[config.mk]
export PLATFORM = sky130hd
export DESIGN_NAME = forward_propagation
export DESIGN_NICKNAME = d
export VERILOG_FILES = /design/src/rtl/forward_propagation.sv
export SDC_FILE = /design/constraint.sdc
export NUM_CORES = 1
export LEC_CHECK = 0
export CORE_UTILIZATION = 50
export CTS_CLUSTER_SIZE = 20
export DETAILED_ROUTE_END_ITERATION = 10
export PLACE_DENSITY_LB_ADDON = 0.08
export SYNTH_ARGS = -nofsm -noshare
export SYNTH_HDL_FRONTEND = slang
export SYNTH_SLANG_ARGS = --single-unit
[constraint.sdc]
create_clock -name Clock -period 12.3 [get_ports Clock]
set_input_delay 3.075 -clock Clock [delete_from_list [all_inputs] [get_ports Clock]]
set_output_delay 3.075 -clock Clock [all_outputs]
set_load 0.03 [all_outputs]
[src/rtl/forward_propagation.sv]
// Single dense layer (5 inputs, 3 neurons) with Q2.7 weights, evaluated one MAC per cycle.
// Each neuron output is the saturated, ReLU-clipped accumulator in the range 0..511.
module forward_propagation (
  input  logic        Clock,
  input  logic        Rst,
  input  logic        WE,
  input  logic [4:0]  WAddr,
  input  logic [9:0]  WData,
  input  logic        Start,
  input  logic [49:0] In,
  output logic        Busy,
  output logic        Done,
  output logic [29:0] Out1
);

  typedef enum logic [2:0] {StIdle, StLoad, StMac, StStore, StDone} state_e;

  state_e             state_q, state_d;
  logic signed [9:0]  param_q [18];
  logic signed [9:0]  param_d [18];
  logic signed [9:0]  x_q [5];
  logic signed [9:0]  x_d [5];
  logic [9:0]         res_q [3];
  logic [9:0]         res_d [3];
  logic signed [23:0] acc_q, acc_d;
  logic [2:0]         i_q, i_d;
  logic [1:0]         j_q, j_d;
  logic [29:0]        out_q, out_d;

  logic signed [9:0]  bias;
  logic signed [9:0]  weight;
  logic signed [19:0] prod;
  logic signed [23:0] shr;
  logic [9:0]         sat;

  assign Busy = (state_q == StLoad) || (state_q == StMac) || (state_q == StStore);
  assign Done = (state_q == StDone);
  assign Out1 = out_q;

  always_comb begin
    bias   = param_q[5'd15 + 5'(j_q)];
    weight = param_q[5'(j_q) * 5'd5 + 5'(i_q)];
    prod   = x_q[i_q] * weight;
    shr    = acc_q >>> 7;
    // Saturation and ReLU fold together: anything negative clips to 0.
    if (shr > 24'sd511) begin
      sat = 10'd511;
    end else if (shr < 24'sd0) begin
      sat = 10'd0;
    end else begin
      sat = shr[9:0];
    end
  end

  always_comb begin
    state_d = state_q;
    param_d = param_q;
    x_d     = x_q;
    res_d   = res_q;
    acc_d   = acc_q;
    i_d     = i_q;
    j_d     = j_q;
    out_d   = out_q;

    if (WE && !Busy && (WAddr <= 5'd17)) begin
      param_d[WAddr] = WData;
    end

    unique case (state_q)
      StIdle: begin
        if (Start) begin
          for (int k = 0; k < 5; k++) begin
            x_d[k] = In[10*k +: 10];
          end
          j_d     = 2'd0;
          state_d = StLoad;
        end
      end
      StLoad: begin
        acc_d   = {{7{bias[9]}}, bias, 7'd0};
        i_d     = 3'd0;
        state_d = StMac;
      end
      StMac: begin
        acc_d = acc_q + {{4{prod[19]}}, prod};
        i_d   = i_q + 3'd1;
        if (i_q == 3'd4) begin
          state_d = StStore;
        end
      end
      StStore: begin
        res_d[j_q] = sat;
        if (j_q == 2'd2) begin
          out_d   = {sat, res_q[1], res_q[0]};
          state_d = StDone;
        end else begin
          j_d     = j_q + 2'd1;
          state_d = StLoad;
        end
      end
      StDone: begin
        state_d = StIdle;
      end
      default: begin
        state_d = StIdle;
      end
    endcase
  end

  always_ff @(posedge Clock) begin
    if (Rst) begin
      state_q <= StIdle;
      acc_q   <= '0;
      i_q     <= '0;
      j_q     <= '0;
      out_q   <= '0;
      for (int k = 0; k < 18; k++) begin
        param_q[k] <= '0;
      end
      for (int k = 0; k < 5; k++) begin
        x_q[k] <= '0;
      end
      for (int k = 0; k < 3; k++) begin
        res_q[k] <= '0;
      end
    end else begin
      state_q <= state_d;
      acc_q   <= acc_d;
      i_q     <= i_d;
      j_q     <= j_d;
      out_q   <= out_d;
      param_q <= param_d;
      x_q     <= x_d;
      res_q   <= res_d;
    end
  end

endmodule

**Word level (Yosys, flattened, before mapping)**

Cells that the tools add are included.

- Register bits: 322
- Input bits: 69
- Output and inout port bits: 32
- Logic and storage cells: 102

- $add $sub $neg: 5
- Multipliers: 2
- Magnitude comparators: 10
- Equal/unequal tests: 9
- Muxes and demuxes: 26
- Bitwise logic cells: 5
- Reduce and logical (&&, ||, !) cells: 14

Operators by type and width:

| kind | count |
|---|---|
| $bwmux W180 | 1 |
| $bmux W10 S5 | 2 |
| $mux W10 | 10 |
| $demux W10 S5 | 1 |
| $pmux W24 S2 | 1 |
| $bmux W10 S3 | 1 |
| $bwmux W30 | 1 |
| $add A24 B24 Y24 | 1 |
| $demux W10 S2 | 1 |
| $mul A10 B10 Y20 | 1 |
| $ge A6 B6 Y1 const B | 3 |
| $not A5 Y6 | 3 |
| $gt A17 B10 Y1 const B | 1 |
| $lt A17 B1 Y1 const B | 1 |
| $pmux W3 S4 | 1 |
| $mux W3 | 3 |
| $eq A3 B2 Y1 const B | 2 |
| $eq A3 B3 Y1 const B | 2 |
| $lt A6 B1 Y1 const B | 1 |
| $pmux W3 S2 | 1 |
| $reduce_and A2 Y1 | 3 |
| $add A4 B2 Y5 const A | 1 |
| $add A5 B3 Y5 | 1 |
| $le A5 B5 Y1 const B | 1 |
| 20 further kinds | 27 |

**Longest topological paths before layout**

- Depth in word-level cells: 9
- Depth in mapped cells: 37
- Mapped depth without buffers: 35

**Worst setup path before layout**

No wires, ideal clock.

- Path type: reg-to-reg
- Start point: register i_q[1]
- End point: register acc_q[23]
- Setup time: 0.115 ns
- Data arrival time: 8.378 ns
- Required time: 12.185 ns
- Slack: 3.807 ns
- Stages on the path, launching flop included: 34
- Buffers on the path: 2
- Period minus slack after synthesis: 8.493 ns
- Path through: dfxtp_1 ha_1 ha_1 inv_1 fa_1 xor2_1 buf_4 mux4_2 a21oi_4 nand2b_1 fa_1 fa_1 inv_1 fa_1 fa_1 inv_1 fa_1 inv_1 ha_1 or3_1 o21a_1 a211o_1 a21oi_1 xnor2_1 ha_1 clkbuf_1 and2_1 and3_1 nand3_1 a21oi_1 o211ai_1 o21ai_0 xor3_1 o21a_1

- Longest elaborated chain between the ends: 8
- Elaborated cells between the ends (all ways): 12
- Classes of those cells: add/sub (2); mul (1); mux (7); bitwise (2)

Ends and longest elaborated chain:

| item | line | text |
|---|---|---|
| from (decl) | 26 | `logic [2:0] i_q, i_d;` |
| from (signal assigned) | 129 | `i_q <= i_d;` |
| $add A5 B3 Y5 | 42 | `weight = param_q[5'(j_q) * 5'd5 + 5'(i_q)];` |
| $not A5 Y6 (not written as such) | 42 |  |
| $bmux W10 S5 | 42 |  |
| $mux W10 (not written as such) (2 in a row) | 42 |  |
| $mul A10 B10 Y20 * | 43 | `prod = x_q[i_q] * weight;` |
| $add A24 B24 Y24 * | 85 | `acc_d = acc_q + {{4{prod[19]}}, prod};` |
| $pmux W24 S2 * | 69 | `unique case (state_q)` |
| to (signal assigned) | 113 | `acc_q <= '0;` |
| to (signal assigned) | 128 | `acc_q <= acc_d;` |
| to (decl) | 25 | `logic signed [23:0] acc_q, acc_d;` |

Every way passes the cells marked *; elsewhere a longest branch is shown, timed or not. The select of a mux whose other input is x is not followed.
A chain may end at the register's enable or synchronous reset.

**Final worst setup path**

- Start point: register j_q[0]
- End point: register acc_q[23]

- Longest elaborated chain between the ends: 9
- Elaborated cells between the ends (all ways): 14
- Classes of those cells: add/sub (3); mul (2); mux (7); bitwise (2)

Ends and longest elaborated chain:

| item | line | text |
|---|---|---|
| from (decl) | 27 | `logic [1:0] j_q, j_d;` |
| from (signal assigned) | 130 | `j_q <= j_d;` |
| $mul A2 B3 Y5 | 42 |  |
| $add A5 B3 Y5 | 42 |  |
| $not A5 Y6 (not written as such) | 42 |  |
| $bmux W10 S5 | 42 |  |
| $mux W10 (not written as such) (2 in a row) | 42 |  |
| $mul A10 B10 Y20 | 43 |  |
| $add A24 B24 Y24 | 85 |  |
| $pmux W24 S2 * | 69 |  |

Marked as above.

==> impl_metrics.tcl <==
set metrics [dict create \
    cts_buffers 36 \
    hold_violations 0 \
    maxCapViolations 0 \
    coreArea_um2 36870 \
    rows 70 \
    arrival_ns 10.21 \
    critPathKind "register to register" \
    grt_start_max_net_pins 140 \
    grt_usage 0.2449 \
    diodes 0 \
    cts-resized-gates 0 \
    post-cts-setup-buffers 0 \
    hold_depth 2 \
    root_buffer "clkbuf_16" \
    cpMaxStageDelayCell "ha_1" \
    yosysWarnings 0 \
    wire_per_inst_um 18.28 \
    tightest_slew_ns 1.061 \
    start_util 0.5128 \
    die_w_um 196.5 \
    fillers 3250 \
    slew_headroom 0.2925 \
    syn_inst 1995 \
    vias 13960 \
    ys_ff_latch 312 \
    crit_path_end_kind "register" \
    fin_hold_ws_ns 0.4503 \
    clkTransAtPathRegs_ns 0.06 \
    cts_htree_levels 2 \
    fmax_mhz 102.2 \
    synthesis.nets 2243 \
    synth_edf_count 0 \
    drtAntennaViolNets 0 \
    clockBufferDepth 3 \
    cts.sinks 312 \
    irDropWorstVdd_mv 0.1286 \
    grt_pass1_vias 13860 \
    antenna_found_initial 0 \
    clock_latency_ns 0.55 \
    layout-drive-gt1-share 0.08683 \
    syn2layout_area_growth_pct 13.17 \
    finalPower_w 0.002441 \
    cts_hold_buf 0 \
    p_leak_nw 8.973 \
    grt_overflow 0 \
    required_ns 12.72 \
    finClkSkew_ns 0.02500 \
    synth_cell_types 70 \
    viasPerCell 5.468 \
    synth_area_um2 18910 \
    max_stage_delay_ns 0.92 \
    yosysSeqAreaShare 0.3303 \
    power.density_cell_area_nw_per_um2 114.1 \
    avgSynthCellArea_um2 9.478 \
    grt_setup_unrepaired "no" \
    gp_congestion 0.9046 \
    numPortBuffers 100 \
    synth_ff_type "dfxtp_1" \
    finalSetupViolations 0 \
    firstDrtPassIters 5 \
    fin_crit_sh 0.7958 \
    reg2reg_depth 32 \
    regArea_um2 6246 \
    finalNetCount 2272 \
    cts_tree "done" \
    drc 0 \
    tns_ns 0 \
    grt_pass1_wl_um 75220 \
    routed_wl_um 46680 \
    cp_common_cell "fa_1" \
    dieArea_um2 38600 \
    outcome "complete, no violations" \
    hold_class "register to register" \
    multi_input_area_um2 11540 \
    async_reset_ff_frac 0 \
    dp_hpwl_um 33760 \
    drv_slew 0 \
    worstSetupStartpointType "register" \
    io_pins 101 \
    period_needed_ns 9.788 \
    die_y_um 196.5 \
    path_max_fanout 24 \
    drt_iter0_drc 758 \
]
[worst paths after layout]
| kind | startpoint | end | slack, ns |
|---|---|---|---|
| max reg2reg | j_q[0] | acc_q[23] | 2.51 |
| min | Out1[7] | Out1[7] | 0.45 |
| max | j_q[0] | acc_q[23] | 2.51 |
| min reg2reg | Out1[7] | Out1[7] | 0.45 |
[power breakdown]
part / switching [W] / leakage, nW / internal (W)
clock: 0.000441 / 0.639 / 0.000717
combinational: 0.000147 / 5.81 / 0.0000875
sequential: 0.0000158 / 2.52 / 0.00103
[synth_stat cells (5+ instances only)]
cell type	count	area share
mux4_2	61	0.073
nor2_4	6	0.0036
or3_1	6	0.0020
o21ai_0	21	0.0056
a21oi_1	144	0.038
o2bb2ai_2	6	0.0048
nor2_1	249	0.049
a211oi_1	7	0.0028
a22oi_1	11	0.0044
ha_1	85	0.056
buf_6	5	0.0030
xnor2_1	31	0.014
o21a_1	11	0.0044
inv_1	150	0.030
clkbuf_1	100	0.020
a221oi_1	10	0.0046
a22o_1	9	0.0042
nand2b_1	12	0.0040
mux2i_1	192	0.10
and3_1	5	0.0017
nor3_1	11	0.0029
buf_2	11	0.0029
fa_1	94	0.10
dfxtp_1	312	0.33
o211ai_1	6	0.0024
xor2_1	7	0.0032
nand2_1	247	0.049
mux2_2	11	0.0066
a31oi_1	7	0.0023
nor2b_1	37	0.012
mux4_1	7	0.0097
nand3_1	26	0.0069
a211o_1	5	0.0023
and2_1	20	0.0066
a21o_1	10	0.0040
[placed cells by master, fill, tap and decap left out, types with 26 or more instances in the layout]
master and n:
a21oi_1 144, dfxtp_1 312, nand2_1 247, nor2b_1 37
ha_1 84, nand3_1 26, fa_1 94, mux4_2 61
nor2_1 249, mux2i_1 192, clkbuf_16 37, inv_1 150
xnor2_1 31, clkdlybuf4s50_1 99
[stage by stage]
step	instances	util	area, um2	setup WS [ns]
floorplan	1995	-	18910	3.807
CTS	2554	0.5804	21400	2.494
detailed placement	2490	0.5453	20110	2.482
global placement	2490	0.5453	20110	2.596
global route	2554	0.5804	21400	1.944
finish	2554	0.5804	21400	2.512
[cell type report]
class,instances,area share
tap,504,0.02947
timing repair buffer,115,0.05227
inverter,152,0.02666
clock inverter,16,0.01245
clock buffer,48,0.04800
sequential,312,0.2919
multi-input combinational,1407,0.5393
[layer usage]
metal / part of all wire / routed length, um / track usage
met5: 0 / 0 / 0
met3: 0.039 / 1806 / 0.03439
met2: 0.48 / 22380 / 0.4045
met4: 0.029 / 1348 / 0.08131
met1: 0.45 / 21140 / 0.3303
[flip-flops by register name, summed over array words and instances (netlist names)]
name	cells
param_q	180
x_q	50
Out1	30
acc_q	24
res_q	20
i_q	3
state_q	3
j_q	2
[worst max-delay path, delay by kind of cell, from the launching register on]
kind            cells  cell delay, ns
fa+ha+maj           9            4.30
compound gates      8            1.70
simple gates        5            1.15
mux                 2            0.96
buf+inv             6            0.92
xor+xnor            2            0.33
flops               1            0.29
[cell families (layout without fill, tap and decap cells)]
group | Yosys count | in the layout | synth area share
compound gates | 276 | 276 | 0.09422
xor+xnor | 39 | 39 | 0.01886
fa+ha+maj | 179 | 179 | 0.1558
buf+inv | 276 | 331 | 0.06041
flops | 312 | 312 | 0.3303
mux | 273 | 273 | 0.1932
simple gates | 640 | 640 | 0.1472
Note: power is estimated with default switching activity, not from simulation.
